### src/rtl/ram8_16_if.sv
// ram8_16_if: data/address/load bus between a RAM8 master and the ram8_16 storage
interface ram8_16_if;
    logic [15:0] i_in;
    logic [2:0]  i_address;
    logic        i_load;
    logic [15:0] o_out;

    modport master (output i_in, output i_address, output i_load, input o_out);
    modport slave  (input i_in, input i_address, input i_load, output o_out);
endinterface

### src/rtl/ram8_16.sv
// ram8_16: 8 x 16-bit Hack RAM8 built structurally from dff bit cells and selectors
module dff (
    input  logic i_clk,
    input  logic i_rst_n,
    input  logic i_d,
    output logic o_q
);
    logic r_q;

    // single storage element; synchronous active-low clear wins over data
    always_ff @(posedge i_clk) begin
        r_q <= !i_rst_n ? 1'b0 : i_d;
    end

    assign o_q = r_q;
endmodule

module bit_cell (
    input  logic i_clk,
    input  logic i_rst_n,
    input  logic i_in,
    input  logic i_en,
    output logic o_q
);
    logic w_d;
    logic w_q;

    assign w_d = i_en ? i_in : w_q;

    dff u_dff (.i_clk(i_clk), .i_rst_n(i_rst_n), .i_d(w_d), .o_q(w_q));

    assign o_q = w_q;
endmodule

module register_16 (
    input  logic        i_clk,
    input  logic        i_rst_n,
    input  logic [15:0] i_in,
    input  logic        i_en,
    output logic [15:0] o_q
);
    for (genvar g = 0; g < 16; g++) begin : g_bit
        bit_cell u_bit (
            .i_clk  (i_clk),
            .i_rst_n(i_rst_n),
            .i_in   (i_in[g]),
            .i_en   (i_en),
            .o_q    (o_q[g])
        );
    end
endmodule

module dmux8way (
    input  logic       i_in,
    input  logic [2:0] i_sel,
    output logic [7:0] o_out
);
    for (genvar g = 0; g < 8; g++) begin : g_way
        assign o_out[g] = i_in & (i_sel == 3'(g));
    end
endmodule

module mux8way16 (
    input  logic [15:0] i_d [8],
    input  logic [2:0]  i_sel,
    output logic [15:0] o_out
);
    assign o_out = i_d[i_sel];
endmodule

module ram8_16 (
    input  logic      i_clk,
    input  logic      i_rst_n,
    ram8_16_if.slave  bus
);
    logic [7:0]  w_en;
    logic [15:0] w_word [8];

    dmux8way u_dmux (.i_in(bus.i_load), .i_sel(bus.i_address), .o_out(w_en));

    for (genvar g = 0; g < 8; g++) begin : g_word
        register_16 u_reg (
            .i_clk  (i_clk),
            .i_rst_n(i_rst_n),
            .i_in   (bus.i_in),
            .i_en   (w_en[g]),
            .o_q    (w_word[g])
        );
    end

    // read path is purely combinational: no bypass, so a write shows up after the edge
    mux8way16 u_mux (.i_d(w_word), .i_sel(bus.i_address), .o_out(bus.o_out));
endmodule

### src/flat_wrapper.sv
// flat-port wrapper written by rule: the top's interface ports become plain ports
module ram8_16_flat 
  (i_clk, i_rst_n, bus_i_in, bus_i_address, bus_i_load, bus_o_out);
  ram8_16_if bus_i ();
  input  logic i_clk;
  input  logic i_rst_n;
  input wire logic [$bits(bus_i.i_in)-1:0] bus_i_in;
  input wire logic [$bits(bus_i.i_address)-1:0] bus_i_address;
  input wire logic [$bits(bus_i.i_load)-1:0] bus_i_load;
  output wire logic [$bits(bus_i.o_out)-1:0] bus_o_out;
  assign bus_i.i_in = bus_i_in;
  assign bus_i.i_address = bus_i_address;
  assign bus_i.i_load = bus_i_load;
  assign bus_o_out = bus_i.o_out;
  ram8_16 u_core (.i_clk(i_clk), .i_rst_n(i_rst_n), .bus(bus_i));
endmodule
### config.mk
export PLATFORM = sky130hd
export DESIGN_NAME = ram8_16_flat
export DESIGN_NICKNAME = d
export VERILOG_FILES = /design/src/rtl/ram8_16_if.sv /design/src/rtl/ram8_16.sv /design/src/flat_wrapper.sv
export SDC_FILE = /design/constraint.sdc
export NUM_CORES = 1
export LEC_CHECK = 0
export ABC_AREA = 0
export CORE_ASPECT_RATIO = 1.5
export CORE_UTILIZATION = 64
export CTS_CLUSTER_SIZE = 28
export DETAILED_ROUTE_END_ITERATION = 16
export GPL_ROUTABILITY_DRIVEN = 0
export HOLD_SLACK_MARGIN = 0.03
export PLACE_DENSITY = 0.85
export SLEW_MARGIN = 0
export SYNTH_ARGS = -nofsm -noshare
export SYNTH_HDL_FRONTEND = slang
export SYNTH_SLANG_ARGS = --single-unit
### constraint.sdc
create_clock -name i_clk -period 5.2 [get_ports i_clk]
set_input_delay 1.04 -clock i_clk [delete_from_list [all_inputs] [get_ports i_clk]]
set_output_delay 1.04 -clock i_clk [all_outputs]
set_load 0.02 [all_outputs]
==> results.ini <==
[critical_path]
end_kind=output pin
worst_ep_arrival_time_ns=3.28
cp-start-kind=input pin
r2r_setup_slack_ns=4.42
crit_fanout=32
path_class=in -> out
r2r_cells=2
critPathRequiredTime_ns=4.16

[yosys]
synth_area_um2=6016
syn_area_per_cell_um2=9.298
synth_cell_type_count=20
synth_top_area_share_pct=42.60
synth-seq-area-share_pct=42.60
synth_area_leader_cell=dfxtp_1
ys_warn_count=0
ys_seq_elements=128
synthCells=647
synth_area_leaders=dfxtp_1 43%, nand2_1 16%, a21boi_0 14%, mux4_2 8.2%, mux4_1 4.4%
synth_fp_nets=669

[route]
vias=4871
vias_per_cell=6.359
drt_wl_total_um=15610
wl_per_cell_um=20.37
drtIter0Drc=560
ant_nets=0
drc_errors=0
firstDrtPassIters=6

[die]
die_y_um=120.7
die_x_um=81.16
initial_utilization_pct=65.39
dieArea_um2=9799
core_area_um2=9200
num_rows=43
io_pins=38

[layout]
final_core_util_pct=74.60
fillers=590
regArea_um2=2562
drive_gt1_share_pct=13.15
largest_reg_flops=128
stdcell_area_um2=6863
multi_input_area_um2=3037
fin_nets=663
antenna_cells=0
syn_to_final_growth_pct=14.08

[sta]
setup_viol=0
timing.slew.headroom_pct=19.53
timing.hold.ws_ns=0.4535
report.final.slew_viol_count=0
rsz0062_at_grt=false
tns_ns=0
hold_viol_final=0
max_freq_mhz=231.7
period_share_pct=83.00
worst_pin_slew_ns=1.201
fin_crit_ns=4.316
clock_skew_ns=0

[global_routing]
grt_max_degree=82
grt_pass1_vias=4755
track_usage_pct=34.14
grt-ovfl-total=0
grt_pass1_wl_um=24180
antenna_found_initial=0

[cts]
clk_latency_ns=0.42
cts_tree=done
cts_root_buf=clkbuf_16
clk_pin_slew_worst_paths_ns=0.06
post-cts-setup-buffers=0
holdBufCountCts=0
cts.sinks=128
numCtsBuffers=17
cts.repair.resized=0
cts.path.max_buffers=2
htree_levels=4

[power_and_ir_drop]
total_power_mw=2.589
cellPowerDensity_nw_per_um2=377.2
ir_drop_mv=0.2778
p_leak_nw=2.368

[min_path]
whs_path_depth=2
whs_endpoint=u_core.g_word[1].u_reg.g_bit[2].u_bit.u_dff.o_q$_SDFFE_PN0P_
hold_start=u_core.g_word[1].u_reg.g_bit[2].u_bit.u_dff.o_q$_SDFFE_PN0P_
hp-class=reg -> reg

[run]
maxCapViolations=0

[place]
io_buffers=37
place_area_um2=6162
dpl.hpwl_um=8597

[status]
run_status=finished, final reports clean

-- logic make-up after synthesis --
family                 count (synthesis)  synth area share (%)
AND/OR/NAND/NOR                      272                 18.91
multiplexers                          48                 15.60
buffers and inverters                 71                 6.926
flip-flops                           128                 42.60
AO/OA/AOI/OAI                        128                 15.97
-- worst max-delay path: stages --
cell and delay, ns:
buf_2 0.70, buf_4 0.34, mux4_2 0.32, mux2_2 0.30
clkdlybuf4s50_1 0.55
-- layout make-up --
cell class	count	area share, %
Clock buffer	19	6.454
Clock inverter	13	3.756
Multi-Input combinational cell	448	44.25
Sequential cell	128	37.34
Tap cell	112	2.042
Timing Repair Buffer	46	6.162
-- per-stage QoR --
step           cells  setup slack, ns
4_1_cts          766           0.8808
6_report         766           0.8842
5_1_grt          766           0.8077
2_1_floorplan    647            1.847
3_3_place_gp     734           0.9003
3_5_place_dp     734           0.8808
-- Yosys cell counts --
library cell and count:
a21boi_0 111, a21boi_1 17, and4_1 1, and4b_1 3, and4bb_2 3, buf_12 2
buf_2 19, buf_4 19, buf_6 3, clkbuf_1 28, dfxtp_1 128, mux2_2 16
mux4_1 10, mux4_2 22, nand2_1 256, nand4_1 1, nand4b_1 3, nand4bb_1 3
nor4b_4 1, or4b_2 1
-- metal layers --
metal	track usage [%]	share of wire, %
met5	0	0
met4	19.98	4.8
met2	54.67	49
met3	8.906	9.3
met1	40.48	37
-- placed cells by master (no fill, tap or decap), drive strengths merged --
cell / n
a21boi: 128
and4: 1
and4b: 3
and4bb: 3
buf: 12
bufinv: 7
clkbuf: 19
clkdlybuf4s50: 34
clkinv: 1
clkinvlp: 4
dfxtp: 128
inv: 1
mux2: 16
mux4: 32
nand2: 256
nand4: 1
nand4b: 3
nand4bb: 3
nor4b: 1
or4b: 1
-- worst max-delay path by stage --
stage | from | end | slack (ns) | cells after the start
2_1_floorplan | bus_i_address[1] | bus_o_out[0] | 1.85 | 6
3_3_place_gp | bus_i_address[1] | bus_o_out[0] | 0.90 | 5
3_5_place_dp | bus_i_address[0] | bus_o_out[3] | 0.88 | 5
4_1_cts | bus_i_address[0] | bus_o_out[3] | 0.88 | 5
5_1_grt | bus_i_address[1] | bus_o_out[0] | 0.81 | 5
6_report | bus_i_address[0] | bus_o_out[3] | 0.88 | 5
-- power breakdown --
part	total, mW	internal [mW]	leakage (nW)	switching, mW
Combinational	0.167	0.0721	1.01	0.0951
Clock	1.41	0.961	0.326	0.447
Sequential	1.01	1.00	1.04	0.0108
Power figures use the tool's default switching activity.
